`src/rtl/cpu_control_sequencer_if.sv`:
```
// -----------------------------------------------------------------------------
// cpu_control_sequencer_if
//
// Purpose
//   Bundles the signals between the control sequencer and the rest of the
//   6-bit CPU (program/data memory, accumulator, ALU and operand mux).
//
// Signal summary
//   instr_in  [5:0]      instruction word from program memory
//   mem_ready            memory handshake: data valid this cycle
//   acc_zero             accumulator == 0 flag
//   pc        [PC_W-1:0] current program counter
//   mem_req              memory access request (fetch or LD)
//   src_sel   [1:0]      operand mux select: 00=R[n], 01=imm, 10=ALU, 11=mem
//   operand   [2:0]      IR[2:0], register index or immediate
//   alu_op               0=ADD, 1=SUB, meaningful while alu_en=1
//   alu_en               ALU computes this cycle
//   acc_we               accumulator write strobe
//   halted               sticky halt indicator
//
// Modports
//   master : the sequencer itself (drives the control outputs)
//   slave  : the datapath / memory side (drives instr_in, mem_ready, acc_zero)
// -----------------------------------------------------------------------------
interface cpu_control_sequencer_if #(
    parameter int PC_W = 6
);
    logic [5:0]      instr_in;
    logic            mem_ready;
    logic            acc_zero;
    logic [PC_W-1:0] pc;
    logic            mem_req;
    logic [1:0]      src_sel;
    logic [2:0]      operand;
    logic            alu_op;
    logic            alu_en;
    logic            acc_we;
    logic            halted;

    modport master (
        input  instr_in,
        input  mem_ready,
        input  acc_zero,
        output pc,
        output mem_req,
        output src_sel,
        output operand,
        output alu_op,
        output alu_en,
        output acc_we,
        output halted
    );

    modport slave (
        output instr_in,
        output mem_ready,
        output acc_zero,
        input  pc,
        input  mem_req,
        input  src_sel,
        input  operand,
        input  alu_op,
        input  alu_en,
        input  acc_we,
        input  halted
    );
endinterface

```
`src/rtl/cpu_control_sequencer.sv`:
```
// -----------------------------------------------------------------------------
// cpu_control_sequencer
//
// Purpose
//   Multi-cycle FETCH / DECODE / EXEC / WB sequencer for the 6-bit CPU. Owns
//   the program counter and the instruction register, and drives the select
//   of the operand/writeback mux feeding the accumulator together with the
//   ALU, memory and accumulator-write strobes.
//
// Ports
//   clk   : single clock, rising edge
//   rst   : synchronous, active-high reset (priority in every state)
//   bus   : cpu_control_sequencer_if.master, see the interface header for the
//           individual signals
//
// Parameters
//   PC_W     : program counter width (must be > 3, JZ replaces pc[2:0])
//   RESET_PC : program counter value loaded on reset
//
// Instruction set (IR[5:3])
//   000 NOP  001 LDI  010 MOV  011 ADD  100 SUB  101 LD  110 JZ  111 HLT
//
// Cycle counts with zero-wait memory
//   NOP/JZ  : FETCH, DECODE                 (2)
//   LDI/MOV : FETCH, DECODE, WB             (3)
//   ADD/SUB : FETCH, DECODE, EXEC, WB       (4)
//   LD      : FETCH, DECODE, EXEC, WB       (4, EXEC stretches on wait)
// -----------------------------------------------------------------------------
module cpu_control_sequencer #(
    parameter int              PC_W     = 6,
    parameter logic [PC_W-1:0] RESET_PC = '0
) (
    input  logic                    clk,
    input  logic                    rst,
    cpu_control_sequencer_if.master bus
);

    typedef enum logic [2:0] {
        ST_FETCH  = 3'd0,
        ST_DECODE = 3'd1,
        ST_EXEC   = 3'd2,
        ST_WB     = 3'd3,
        ST_HALT   = 3'd4
    } state_e;

    localparam logic [2:0] OP_NOP = 3'b000;
    localparam logic [2:0] OP_LDI = 3'b001;
    localparam logic [2:0] OP_MOV = 3'b010;
    localparam logic [2:0] OP_ADD = 3'b011;
    localparam logic [2:0] OP_SUB = 3'b100;
    localparam logic [2:0] OP_LD  = 3'b101;
    localparam logic [2:0] OP_JZ  = 3'b110;
    localparam logic [2:0] OP_HLT = 3'b111;

    localparam logic [1:0] SRC_REG = 2'b00;
    localparam logic [1:0] SRC_IMM = 2'b01;
    localparam logic [1:0] SRC_ALU = 2'b10;
    localparam logic [1:0] SRC_MEM = 2'b11;

    state_e          state_q, state_d;
    logic [PC_W-1:0] pc_q, pc_d;
    logic [5:0]      ir_q, ir_d;
    logic [2:0]      opcode;

    assign opcode = ir_q[5:3];

    // Writeback source for the instruction held in IR. MOV and anything that
    // never reaches WB fall back to the register-file path.
    function automatic logic [1:0] wbSource(input logic [2:0] op);
        logic [1:0] sel;
        sel = SRC_REG;
        case (op)
            OP_LDI:         sel = SRC_IMM;
            OP_ADD, OP_SUB: sel = SRC_ALU;
            OP_LD:          sel = SRC_MEM;
            default:        sel = SRC_REG;
        endcase
        return sel;
    endfunction

    // State, PC and IR registers. Reset wins over everything, including a
    // pending memory wait and the absorbing HALT state.
    always_ff @(posedge clk) begin
        if (rst) begin
            state_q <= ST_FETCH;
            pc_q    <= RESET_PC;
            ir_q    <= '0;
        end else begin
            state_q <= state_d;
            pc_q    <= pc_d;
            ir_q    <= ir_d;
        end
    end

    // Next-state logic. IR only loads on the fetch handshake, and the PC
    // increments at the same moment so JZ in DECODE sees the already
    // incremented PC and only replaces its low three bits. mem_ready is
    // looked at only in FETCH and in EXEC of LD; elsewhere it is ignored.
    always_comb begin
        state_d = state_q;
        pc_d    = pc_q;
        ir_d    = ir_q;

        case (state_q)
            ST_FETCH: begin
                if (bus.mem_ready) begin
                    ir_d    = bus.instr_in;
                    pc_d    = pc_q + 1'b1;
                    state_d = ST_DECODE;
                end
            end

            ST_DECODE: begin
                case (opcode)
                    OP_HLT: state_d = ST_HALT;
                    OP_NOP: state_d = ST_FETCH;
                    OP_JZ: begin
                        if (bus.acc_zero) begin
                            pc_d = {pc_q[PC_W-1:3], ir_q[2:0]};
                        end
                        state_d = ST_FETCH;
                    end
                    OP_LDI, OP_MOV: state_d = ST_WB;
                    default:        state_d = ST_EXEC;
                endcase
            end

            ST_EXEC: begin
                if (opcode == OP_LD) begin
                    if (bus.mem_ready) begin
                        state_d = ST_WB;
                    end
                end else begin
                    state_d = ST_WB;
                end
            end

            ST_WB: state_d = ST_FETCH;

            ST_HALT: state_d = ST_HALT;

            default: state_d = ST_FETCH;
        endcase
    end

    // Output decode, purely from state and IR so there is no combinational
    // path from mem_ready to any strobe. In EXEC the mux select already shows
    // the writeback source so the mux has a full cycle to settle before WB.
    // mem_req is high in every FETCH cycle, including the first one after
    // reset, since that is the instruction fetch request.
    always_comb begin
        bus.mem_req = 1'b0;
        bus.src_sel = SRC_REG;
        bus.alu_en  = 1'b0;
        bus.alu_op  = 1'b0;
        bus.acc_we  = 1'b0;
        bus.halted  = 1'b0;

        case (state_q)
            ST_FETCH: begin
                bus.mem_req = 1'b1;
            end

            ST_EXEC: begin
                case (opcode)
                    OP_ADD, OP_SUB: begin
                        bus.alu_en  = 1'b1;
                        bus.alu_op  = ir_q[5];
                        bus.src_sel = SRC_ALU;
                    end
                    OP_LD: begin
                        bus.mem_req = 1'b1;
                        bus.src_sel = SRC_MEM;
                    end
                    default: begin
                        bus.src_sel = SRC_REG;
                    end
                endcase
            end

            ST_WB: begin
                bus.acc_we  = 1'b1;
                bus.src_sel = wbSource(opcode);
            end

            ST_HALT: begin
                bus.halted = 1'b1;
            end

            default: begin
                bus.mem_req = 1'b0;
            end
        endcase
    end

    assign bus.pc      = pc_q;
    assign bus.operand = ir_q[2:0];

endmodule

```
`src/flat_wrapper.sv`:
```
// flat-port wrapper written by rule: the top's interface ports become plain ports
module cpu_control_sequencer_flat 
#(
    parameter int              PC_W     = 6,
    parameter logic [PC_W-1:0] RESET_PC = '0
)
  (clk, rst, bus_instr_in, bus_mem_ready, bus_acc_zero, bus_pc, bus_mem_req, bus_src_sel, bus_operand, bus_alu_op, bus_alu_en, bus_acc_we, bus_halted);
  cpu_control_sequencer_if #(.PC_W(PC_W)) bus_i ();
  input  logic clk;
  input  logic rst;
  input wire logic [$bits(bus_i.instr_in)-1:0] bus_instr_in;
  input wire logic [$bits(bus_i.mem_ready)-1:0] bus_mem_ready;
  input wire logic [$bits(bus_i.acc_zero)-1:0] bus_acc_zero;
  output wire logic [$bits(bus_i.pc)-1:0] bus_pc;
  output wire logic [$bits(bus_i.mem_req)-1:0] bus_mem_req;
  output wire logic [$bits(bus_i.src_sel)-1:0] bus_src_sel;
  output wire logic [$bits(bus_i.operand)-1:0] bus_operand;
  output wire logic [$bits(bus_i.alu_op)-1:0] bus_alu_op;
  output wire logic [$bits(bus_i.alu_en)-1:0] bus_alu_en;
  output wire logic [$bits(bus_i.acc_we)-1:0] bus_acc_we;
  output wire logic [$bits(bus_i.halted)-1:0] bus_halted;
  assign bus_i.instr_in = bus_instr_in;
  assign bus_i.mem_ready = bus_mem_ready;
  assign bus_i.acc_zero = bus_acc_zero;
  assign bus_pc = bus_i.pc;
  assign bus_mem_req = bus_i.mem_req;
  assign bus_src_sel = bus_i.src_sel;
  assign bus_operand = bus_i.operand;
  assign bus_alu_op = bus_i.alu_op;
  assign bus_alu_en = bus_i.alu_en;
  assign bus_acc_we = bus_i.acc_we;
  assign bus_halted = bus_i.halted;
  cpu_control_sequencer #(.PC_W(PC_W), .RESET_PC(RESET_PC)) u_core (.clk(clk), .rst(rst), .bus(bus_i));
endmodule
```
`config.mk`:
```
export PLATFORM = sky130hd
export DESIGN_NAME = cpu_control_sequencer_flat
export DESIGN_NICKNAME = d
export VERILOG_FILES = /design/src/rtl/cpu_control_sequencer_if.sv /design/src/rtl/cpu_control_sequencer.sv /design/src/flat_wrapper.sv
export SDC_FILE = /design/constraint.sdc
export NUM_CORES = 1
export LEC_CHECK = 0
export CORE_MARGIN = 2
export CORE_UTILIZATION = 35
export DETAILED_ROUTE_END_ITERATION = 7
export SLEW_MARGIN = 0
export SYNTH_ARGS = -nofsm -noshare
export SYNTH_HDL_FRONTEND = slang
export SYNTH_SLANG_ARGS = --single-unit
```
`constraint.sdc`:
```
create_clock -name clk -period 1.6 [get_ports clk]
set_input_delay 0.16 -clock clk [delete_from_list [all_inputs] [get_ports clk]]
set_output_delay 0.16 -clock clk [all_outputs]
set_load 0.02 [all_outputs]
```
Yosys cells after proc, flatten, opt, wreduce, memory -nomap -nowiden
Cells that the tools add are included.
{"block": "op_classes", "n_div": 0, "n_mux": 20, "n_lt_le_gt_ge": 0, "n_eq_ne": 15, "n_mul": 0, "bitwise_logic": 1, "addsub": 1, "n_reduce_logical": 10, "shifts": 0}
{"cell": "$eq 3x3->1 const B", "count": 5}
{"cell": "$eq 3x2->1 const B", "count": 4}
{"cell": "$mux 3", "count": 4}
{"cell": "$mux 6", "count": 2}
{"cell": "$pmux 3 s4", "count": 1}
{"cell": "$pmux 6 s2", "count": 1}
{"cell": "$pmux 3 s3", "count": 1}
{"cell": "$pmux 2 s2", "count": 2}
{"cell": "$mux 1", "count": 7}
{"cell": "$add 6x1->6 const B", "count": 1}
{"cell": "$eq 3x1->1 const B", "count": 2}
{"cell": "$logic_not 3->1", "count": 2}
{"cell": "$pmux 2 s3", "count": 1}
{"cell": "$reduce_or 2->1", "count": 3}
{"cell": "$ne 2x2->1 const B", "count": 2}
{"cell": "$reduce_and 2->1", "count": 2}
{"cell": "$reduce_and 4->1", "count": 1}
{"cell": "$ne 3x3->1 const B", "count": 1}
{"cell": "$reduce_and 3->1", "count": 1}
{"cell": "$ne 2x1->1 const B", "count": 1}
{"cell": "$pmux 1 s2", "count": 1}
{"cell": "$reduce_bool 2->1", "count": 1}
{"cell": "$not 1->1", "count": 1}
{"block": "word_totals", "mem_bits_ro": 0, "ramBits": 0, "register_bits": 15, "latchBits": 0, "memories": 0, "out_inout_bits": 16}

Logic depth before layout (Yosys ltp)
Gate-level depths: netlist (run 1).
{"block": "logic_depth", "ltp_word": 4, "ltp_mapped": 6}

Least setup slack after synthesis (run 1)
Ideal clock, no wire load.
{"block": "synth_timing", "path_kind": "register -> register", "from": "register u_core.ir_q[5]", "to": "register u_core.state_q[0]", "synth_period_minus_slack_ns": 1.623, "t_required_ns": 1.436, "path_stages_with_launch": 5, "path_slack_ns": -0.023, "setup_ns": 0.164, "arrival_time_ns": 1.460, "path_buffers": 1, "path_cell_list": "dfxtp_1 > clkbuf_1 > nand3b_1 > a211oi_1 > a2111oi_0"}
{"block": "synth_via", "elab_chain_cells": 4, "elab_cells_between_ends": 13}
{"item": "from (decl)", "line": "cpu_control_sequencer.sv:62", "text": "logic [5:0] ir_q, ir_d;"}
{"item": "from (signal assigned)", "line": "cpu_control_sequencer.sv:91", "text": "ir_q <= ir_d;"}
{"item": "$eq 3x2->1, or another cell as far along", "line": "cpu_control_sequencer.sv:114", "text": "case (opcode)"}
{"item": "$reduce_or 2->1 (on tied branches)"}
{"item": "$pmux 3 s3", "line": "cpu_control_sequencer.sv:114"}
{"item": "$pmux 3 s4", "line": "cpu_control_sequencer.sv:104", "text": "case (state_q)"}
{"item": "to (signal assigned)", "line": "cpu_control_sequencer.sv:89", "text": "state_q <= state_d;"}
{"item": "to (decl)", "line": "cpu_control_sequencer.sv:60", "text": "state_e state_q, state_d;"}
Several ways; a longest one is shown, not always the timed one.
A chain may end at the register's enable or synchronous reset.

Final worst setup path (run 1)
{"block": "layout_timing", "from": "register u_core.state_q[2]", "to": "output bus_alu_op"}
{"block": "layout_via", "elab_chain_cells": 2}
{"item": "$eq 3x2->1", "line": "cpu_control_sequencer.sv:159", "text": "case (state_q)"}
{"item": "$mux 1", "line": "cpu_control_sequencer.sv:159"}
{"item": "to (decl)", "line": "flat_wrapper.sv:18", "text": "output wire logic [$bits(bus_i.alu_op)-1:0] bus_alu_op;"}
No other way between the ends.

==> results of run 1 <==
## state kept, by name, summed over array words and instances, names as in the netlist
| name | count |
|---|---|
| u_core.ir_q | 6 |
| u_core.state_q | 3 |
| u_core.bus.pc | 6 |
## cell type report
| cell class | instances | area (um^2) |
|---|---|---|
| Timing Repair Buffer | 38 | 323 |
| Sequential cell | 15 | 300 |
| Multi-Input combinational cell | 64 | 462 |
| Clock buffer | 4 | 26.3 |
| Inverter | 2 | 7.51 |
| Tap cell | 28 | 35.0 |
| Fill cell | 215 | 1060 |
## cells by family (layout without fill, tap and decap cells)
group,Yosys count,after routing,share of synthesized area (%)
muxes,9,9,11.6
adders and majority gates,1,1,1.52
and+or+nand+nor,35,35,25.7
buffers and inverters,11,44,8.06
xor gates and xnor gates,4,4,4.25
DFF,15,15,36.5
AOI/OAI and AO/OA,15,15,12.5
## worst min-delay path by stage
stage                          start               end  slack (ns)  depth (start not counted)
global placement    u_core.bus.pc[5]  u_core.bus.pc[5]        0.50                          2
CTS                  bus_instr_in[1]    u_core.ir_q[1]        0.48                          3
detailed placement  u_core.bus.pc[5]  u_core.bus.pc[5]        0.51                          2
finish               bus_instr_in[2]    u_core.ir_q[2]        0.48                          3
floorplan                        rst  u_core.bus.pc[0]        0.23                          1
global route         bus_instr_in[4]    u_core.ir_q[4]        0.51                          3
## cells in the mapped netlist
cell type | n | area, um^2
nand2_1 | 2 | 7.51
inv_1 | 2 | 7.51
dfxtp_1 | 15 | 300
nor2_1 | 16 | 60.1
a41oi_1 | 1 | 8.76
a21oi_2 | 1 | 8.76
o31ai_1 | 1 | 7.51
nand4_1 | 2 | 12.5
nor4b_1 | 1 | 8.76
buf_4 | 4 | 30.0
mux2i_1 | 8 | 80.1
buf_2 | 2 | 10.0
and4b_1 | 1 | 10.0
nand3b_1 | 3 | 22.5
and2_1 | 1 | 6.26
nor4b_4 | 1 | 23.8
nor4_1 | 1 | 6.26
a21oi_1 | 5 | 25.0
ha_1 | 1 | 12.5
o21a_1 | 1 | 7.51
nor3b_2 | 1 | 12.5
o21ai_1 | 1 | 5.00
mux2_4 | 1 | 15.0
a211oi_1 | 1 | 7.51
a21boi_1 | 1 | 7.51
a2111oi_0 | 2 | 17.5
nor3_1 | 1 | 5.00
a21o_1 | 1 | 7.51
clkbuf_1 | 2 | 7.51
buf_6 | 1 | 11.3
xor2_1 | 4 | 35.0
or3b_4 | 1 | 11.3
and3_1 | 1 | 6.26
nand2b_1 | 3 | 18.8
## cell usage in the layout, fill, tap and decap left out, drive strengths merged
| master | instances |
|---|---|
| nor2 | 16 |
| inv | 2 |
| a211oi | 1 |
| dlygate4sd2 | 1 |
| o21ai | 1 |
| nand4 | 2 |
| mux2 | 1 |
| ha | 1 |
| nor4 | 1 |
| or3b | 1 |
| nand2b | 3 |
| nand3b | 3 |
| dfxtp | 15 |
| clkdlybuf4s50 | 18 |
| nor3 | 1 |
| a41oi | 1 |
| o31ai | 1 |
| nor4b | 2 |
| mux2i | 8 |
| clkdlybuf4s15 | 1 |
| nand2 | 2 |
| and4b | 1 |
| o21a | 1 |
| and3 | 1 |
| a2111oi | 2 |
| nor3b | 1 |
| a21boi | 1 |
| clkbuf | 6 |
| xor2 | 4 |
| a21oi | 6 |
| buf | 16 |
| a21o | 1 |
| and2 | 1 |
## metrics by stage
step,util (%),hold WS [ns]
2_1_floorplan,-,0.229
3_3_place_gp,52.1,0.497
3_5_place_dp,52.1,0.509
4_1_cts,53.1,0.476
5_1_grt,52.1,0.507
6_report,52.1,0.485
## critical path, cell delays in order, from the launching register on
cell             delay, ns
dfxtp_1               0.32
nand2b_1              0.20
nor4_1                0.27
clkdlybuf4s15_2       0.31
## routing by layer
layer / global-route usage, % / vias up
met3: 1.71 / 4
met5: 0 / -
met4: 7.69 / 0
li1: - / 377
met1: 20.7 / 339
met2: 22.9 / 18
## timing repair
action	CTS	global route
resized for setup	19	6
endpoints found under the setup margin	7	6
hold buffers	0	0
## where the power goes
| part | leakage [nW] | internal, W | switching [W] |
|---|---|---|---|
| clock | 0.0150 | 0.0000969 | 0.000129 |
| sequential | 0.122 | 0.000399 | 0.0000270 |
| combinational | 0.347 | 0.000161 | 0.000140 |
| total | 0.484 | 0.000658 | 0.000296 |
==> summary.md, run 1 <==
| Metric | Value |
|---|---|
| TritonCTS Buffers | 3 |
| Status | completed |
| Vias in the first global route | 702 |
| Die X | 52.5 um |
| Placed cells | 147 |
| R2R depth | 5 |
| Pwr Total | 0.000954 W |
| Worst Hold Class | input pin to flip-flop |
| Net Count, Synth | 101 |
| DRC viols | 0 |
| Metal2 WL | 795 um |
| Vias | 738 |
| Fraction of layout cells with a size suffix above 1 | 22.8% |
| Max_cap viols | 0 |
| Worst R2R Start | u_core.state_q[0] |
| DRT iter0 DRCs | 20 |
| Clk_lat worst skew | 0.29 ns |
| Clock Pin Slew Worst Setup and Hold Paths | 0.10 ns |
| Post-layout minimum cycle time | 1.54 ns |
| Post-synthesis register bit count | 15 |
| M1 wire length | 908 um |
| Mean Syn Cell Area | 9.15 um^2 |
| Skew final | 0.00446 ns |
| Routed wire per std cell | 12.1 um |
| Die Area | 0.00276 mm^2 |
| Post-CTS Setup Bufs | 0 |
| Final worst path period share | 96.5% |
| Clock Path Buffers | 2 |
| Final WS setup | 0.0564 ns |
| Area of the mapped netlist | 823 um^2 |
| Data arrival, critical path | 1.38 ns |
| DRT Pass-1 Iters | 4 |
| Die H | 52.5 um |
| Clock Sinks | 15 |
| Largest net degree at the start of global routing | 10 |
| Yosys cell types | 34 |
| Initial antenna violation count | 0 |
| Slew Limit Fails | 0 |
| Worst setup path end | bus_alu_op |
| Post-DP HPWL | 1.38 mm |
| Area grow syn2layout | 40.1% |
| Initial Util | 37.2% |
| Post-Synthesis Cells | 90 |
| Clock root buffer master | clkbuf_4 |
| Nets | 135 |
| Achievable Freq | 648 MHz |
| Critical path peak fanout | 4 |
| Via density | 4.89 |
| Syn. warnings | 0 |
| Power per cell area | 827 mW/mm^2 |
| I/O Pins | 26 |
| VDD IR-drop max | 0.509 mV |
| CTS tree | built |
| Kind of critical path | flip-flop to output port |
| FF-to-FF End | u_core.bus.pc[1] |
| Finished Cell Area | 0.00115 mm^2 |
| Crit. End Element | output port |
| Critical Path RT | 1.44 ns |
| Antenna Violating Nets Remaining | 0 |
| Total track usage | 15.0% |
| CP Launch Type | flip-flop |
| Core Area | 0.00221 mm^2 |
| Final hold violations | 0 |
| # port buffers | 25 |
| Leak pwr | 0.484 nW |
| CP startpoint | u_core.state_q[2] |
| Global-route wire length before repair | 3.08 mm |
| Diode count | 0 |
| Placed Area | 0.00115 mm^2 |
| RSZ-0062 raised after global routing | yes |
| H-tree depth | 1 |
| Reg2reg setup slack | 0.08 ns |
| Slew Limit Headroom | 75.2% |
| Final wirelength | 1.82 mm |
| Non-Filler Instances | 151 |
| Setup TNS | 0 ns |
| Row cnt | 17 |
| Pre-CTS setup slack | -0.0520 ns |
| Worst Tran Pin Value | 0.363 ns |
| Finish-stage setup viols | 0 |
| Congestion Overflow GR | 0 |
| Met3 WL | 83 um |
| Top sig layer | met4 |
| Register area share after synthesis | 36.5% |
| GP Congestion | 0.728 |
Power figures use the tool's default switching activity.
==> run 2, diff against run 1 <==
- CORE_MARGIN: 2 -> 4
- MAX_ROUTING_LAYER: default -> met4
- SLEW_MARGIN: 0 -> 40
==> run 2 against run 1 <==
- flip-flop and latch count unchanged
- combinational power down 2%
- power down 0.81%
- register-to-register slack better by 0.03 ns
- global-route usage down 1.9 points
- sequential share of layout area up 0.46 points
- clock power down 4%
- clock-buffer cell count down 1
- hold slack worse by 0.015 ns
- clock skew up 0.0023 ns
- non-clock buffer count down 1
- routed wire length down 0.82%
==> summary.md, run 2 (synthesis results as in run 1) <==
| Metric | Value |
|---|---|
| Non-Filler Instances | 150 |
| DRC viols | 0 |
| Clock root buffer master | clkbuf_4 |
| Clock Sinks | 15 |
| # port buffers | 25 |
| TritonCTS Buffers | 3 |
| Leak pwr | 0.483 nW |
| Finish-stage setup viols | 0 |
| Slew Limit Fails | 0 |
| Data arrival, critical path | 1.35 ns |
| Skew final | 0.00679 ns |
| RSZ-0062 raised after global routing | yes |
| Achievable Freq | 662 MHz |
| CP Cell Sequence | clkdlybuf4s50_1 |
| Post-CTS Resized | 16 |
| Routed wire per std cell | 12.1 um |
| Clk_lat worst skew | 0.29 ns |
| Largest net degree at the start of global routing | 14 |
| Global-route wire length before repair | 3.15 mm |
| Die X | 56.5 um |
| Diode count | 0 |
| Post-CTS Setup Bufs | 0 |
| Final wirelength | 1.81 mm |
| DRT Pass-1 Iters | 4 |
| Crit. End Element | output port |
| VDD IR-drop max | 0.553 mV |
| Slew Limit Headroom | 72.2% |
| Worst Hold Class | input pin to flip-flop |
| Commonest non-fill, non-tap cell in the layout | clkdlybuf4s50_1 |
| Crit-path max cell delay | 0.64 ns |
| H-tree depth | 1 |
| Min-Delay Path Depth | 3 |
| Total track usage | 13.2% |
| Row cnt | 17 |
| Initial antenna violation count | 0 |
| Initial Util | 36.9% |
| Most frequent cells in the layout | clkdlybuf4s50_1, nor2_1, buf_4, dfxtp_1, mux2i_1 |
| Final worst path period share | 94.4% |
| Final hold violations | 0 |
| Placed cells | 146 |
| Hold_buf cts | 0 |
| Worst Tran Pin Value | 0.407 ns |
| Critical path peak fanout | 6 |
| Reg2reg setup slack | 0.11 ns |
| Final WS setup | 0.0889 ns |
| Vias in the first global route | 698 |
| Vias | 745 |
| Max_cap viols | 0 |
| Die Area | 0.00319 mm^2 |
| Nets | 134 |
| Kind of critical path | flip-flop to output port |
| DRT iter0 DRCs | 6 |
| Slowest cell on crit path | clkdlybuf4s50_1 |
| Via density | 4.97 |
| Hold Startpoint | bus_instr_in[2] |
| Status | completed |
| Worst R2R Start | u_core.state_q[0] |
| FF-to-FF End | u_core.bus.pc[5] |
| Die H | 56.5 um |
| WHS Endpoint | u_core.ir_q[2] |
| GP Congestion | 0.850 |
| CP delay by family, top | buffers and inverters |
| R2R depth | 6 |
| CP Launch Type | flip-flop |
| Post-DP HPWL | 1.36 mm |
| WP buf/inv | 1 |
| Fraction of layout cells with a size suffix above 1 | 23.8% |
| Critical Path RT | 1.44 ns |
| Antenna Violating Nets Remaining | 0 |
| Pwr Total | 0.000946 W |
| Congestion Overflow GR | 0 |
| Post-layout minimum cycle time | 1.51 ns |
| Power per cell area | 818 mW/mm^2 |
| CTS tree | built |
| Pre-CTS setup slack | -0.0276 ns |
| Clock Pin Slew Worst Setup and Hold Paths | 0.09 ns |
| Area grow syn2layout | 40.6% |
| Clock Path Buffers | 2 |
| I/O Pins | 26 |
| Core Area | 0.00223 mm^2 |
[run 2: cell types whose count changed in the layout (fill, tap and decap cells not counted), sizes merged]
cell / change
buf: -2
clkbuf: -1
clkdlybuf4s15: +1
clkinv: +1
[run 2: layout make-up]
cell class,count,area (um^2)
fill,219,1080
sequential,15,307
tap,28,35.0
inverter,2,7.51
multi-input combinational,64,462
timing repair buffer,37,319
clock buffer,3,22.5
clock inverter,1,5.00
[run 2: how the worst max path moves through the flow]
stage                            from        endpoint  slack [ns]  cells past startpoint
finish               u_core.bus.pc[0]       bus_pc[0]        0.09                      1
global route        u_core.state_q[2]  bus_src_sel[0]       -0.01                      3
CTS                 u_core.state_q[2]  bus_src_sel[0]       0.006                      3
floorplan           u_core.state_q[1]  bus_src_sel[0]        0.01                      2
detailed placement  u_core.state_q[0]  bus_src_sel[0]       -0.03                      3
global placement       u_core.ir_q[4]      bus_alu_en       -0.03                      4
[run 2: power by group]
| part | internal (W) | leakage (nW) | total [W] | switching [W] |
|---|---|---|---|---|
| clock | 0.0000930 | 0.0177 | 0.000218 | 0.000125 |
| sequential | 0.000401 | 0.124 | 0.000433 | 0.0000316 |
| combinational | 0.000159 | 0.341 | 0.000295 | 0.000136 |
[run 2: metal layers]
layer | wire (um) | GRT usage [%] | vias to the layer above
met1 | 838 | 15.6 | 329
met3 | 109 | 3.22 | 8
met2 | 779 | 18.8 | 26
met5 | 0 | - | -
met4 | 82 | 10.5 | 0
li1 | - | - | 382
[run 2: stage by stage]
stage	cell area, um^2	setup TNS (ns)	hold WS [ns]	util [%]
6_report	1160	0	0.470	51.8
3_3_place_gp	1140	-0.0260	0.498	51.3
2_1_floorplan	828	0	0.229	-
5_1_grt	1160	-0.0122	0.465	51.8
3_5_place_dp	1140	-0.0755	0.505	51.3
4_1_cts	1170	0	0.462	52.4
==> run 3, diff against run 2 <==
- DONT_BUFFER_PORTS: default -> 1
- clock period: 1.6 -> 1.35 ns (I/O delays scaled with it)
==> run 3 against run 2 <==
- the flow now finishes with violations (negative setup slack)
- routed wire length grew 21%
- core utilization is 6.3 points higher
- sequential share of layout area decreased by 1.6 points
- sequential power is 21% higher
- clock power is 17% higher
- first-iteration DRC count grew 33%
- hold slack got worse by 0.46 ns
- non-clock buffer count rose by 5
- power grew 28%
- register-to-register slack got worse by 0.18 ns
- critical path depth is 4 higher
- critical path type unchanged
- largest cell class unchanged
- highest routed layer unchanged
==> summary.md, run 3 (synthesis results as in run 1) <==
| Metric | Value |
|---|---|
| Status | finished with violations |
| Failing checks | negative setup slack |
| RSZ-0062 raised after global routing | yes |
| DRC viols | 0 |
| VDD IR-drop max | 0.756 mV |
| Clock Pin Slew Worst Setup and Hold Paths | 0.09 ns |
| DRT Pass-1 Iters | 4 |
| I/O Pins | 26 |
| CP Cell Sequence | buf_6 -> nand2b_4 -> o21a_1 -> nor3_2 -> buf_4 |
| Clock root buffer master | clkbuf_4 |
| Vias in the first global route | 766 |
| Kind of critical path | flip-flop to output port |
| CP Launch Type | flip-flop |
| Slowest cell on crit path | dfxtp_4 |
| TritonCTS Buffers | 3 |
| Commonest non-fill, non-tap cell in the layout | buf_4 |
| Crit. End Element | output port |
| Data arrival, critical path | 1.35 ns |
| Diode count | 0 |
| Die X | 56.5 um |
| Clock Path Buffers | 2 |
| Row cnt | 17 |
| H-tree depth | 1 |
| Congestion Overflow GR | 0 |
| Antenna Violating Nets Remaining | 0 |
| Routed wire per std cell | 14.1 um |
| Final WS setup | -0.133 ns |
| Critical path peak fanout | 4 |
| Final wirelength | 2.19 mm |
| Reg2reg setup slack | -0.07 ns |
| Leak pwr | 0.554 nW |
| Skew final | 0.00213 ns |
| Area grow syn2layout | 57.6% |
| Largest net degree at the start of global routing | 16 |
| Crit-path max cell delay | 0.36 ns |
| Total track usage | 13.8% |
| Initial antenna violation count | 0 |
| Fillers | 215 |
| Die Area | 0.00319 mm^2 |
| GP Congestion | 0.778 |
| Initial Util | 36.9% |
| Slew Limit Fails | 0 |
| Slew Limit Headroom | 58.5% |
| Clock Sinks | 15 |
| Nets | 139 |
| Via density | 5.08 |
| Global-route wire length before repair | 3.44 mm |
| Finish-stage setup viols | 10 |
| DRT iter0 DRCs | 8 |
| Post-layout minimum cycle time | 1.48 ns |
| Final core occ | 58.1% |
| Worst Hold Class | input pin to flip-flop |
| Clk_lat worst skew | 0.28 ns |
| Power per cell area | 934 mW/mm^2 |
| Achievable Freq | 674 MHz |
| # port buffers | 0 |
| Die H | 56.5 um |
| CTS tree | built |
| Vias | 788 |
| Fraction of layout cells with a size suffix above 1 | 50.4% |
| Final hold violations | 0 |
| Final worst path period share | 110% |
| Hold slack final | 0.00911 ns |
| Core Area | 0.00223 mm^2 |
| Most frequent cells in the layout | buf_4, nor2_1, dfxtp_1, mux2i_1 |
| Worst Tran Pin Value | 0.621 ns |
| Post-DP HPWL | 1.41 mm |
| Critical Path RT | 1.22 ns |
| Max_cap viols | 0 |
-- run 3: changes by cell type in the layout (fill, tap and decap cells not counted), moves of 3 or more --
cell	previous run	this run
clkdlybuf4s50_1	18	0
buf_4	12	28
buf_6	0	7
dlygate4sd3_1	0	7
dfxtp_4	1	6
dfxtp_1	12	9
-- run 3: where the power goes --
group          total [W]  switching (W)  internal [W]
clock           0.000256       0.000146      0.000110
combinational   0.000432       0.000197      0.000235
sequential      0.000524      0.0000505      0.000473
total            0.00121       0.000393      0.000819
-- run 3: repair_timing --
item	CTS	global route
gates resized for setup	21	13
hold endpoints to repair	15	1
pin swaps	6	9
hold buffers	6	1
setup buffers	9	3
endpoints found under the setup margin	11	19
-- run 3: layout make-up --
type                            instances  area, um^2  area share [%]
Multi-Input combinational cell         64         546            42.0
Timing Repair Buffer                   42         359            27.7
Sequential cell                        15         323            24.9
Tap cell                               28        35.0            2.70
Clock buffer                            3        22.5            1.74
Inverter                                2        7.51           0.579
Clock inverter                          1        5.00           0.386
-- run 3: metal layers --
layer | share of wire (%) | global-route usage (%) | vias to the layer above
met3 | 6.7 | 3.45 | 4
li1 | - | - | 388
met1 | 39 | 15.3 | 372
met4 | 1.2 | 5.08 | 0
met2 | 53 | 23.8 | 24
met5 | 0 | - | -
-- run 3: final timing paths --
path,to,start,depth (start not counted)
hold reg to reg,u_core.state_q[1],u_core.state_q[2],1
setup / recovery,bus_alu_en,u_core.ir_q[4],5
hold / removal,u_core.ir_q[2],bus_instr_in[2],2
setup reg to reg,u_core.bus.pc[1],u_core.state_q[1],4
-- run 3: metrics by stage --
stage                     setup WS [ns]  total power, W  setup TNS (ns)  instance area [um^2]  std cells
after global routing             -0.195         0.00128           -1.54                  1300        155
after detailed placement        -0.0622        0.000832         -0.0781                   996        132
after CTS                        -0.132         0.00117          -0.508                  1210        151
after global placement          -0.0151        0.000824         -0.0204                   996        132
after floorplan                 -0.0460        0.000755         -0.0818                   851         90
final                            -0.133         0.00121          -0.460                  1300        155
-- run 3: worst max-delay path, delay by kind of cell, from the launching register on --
kind	cells	cell delay, ns
AOI/OAI and AO/OA	1	0.19
buffers and inverters	2	0.27
DFF	1	0.36
and+or+nand+nor	2	0.25
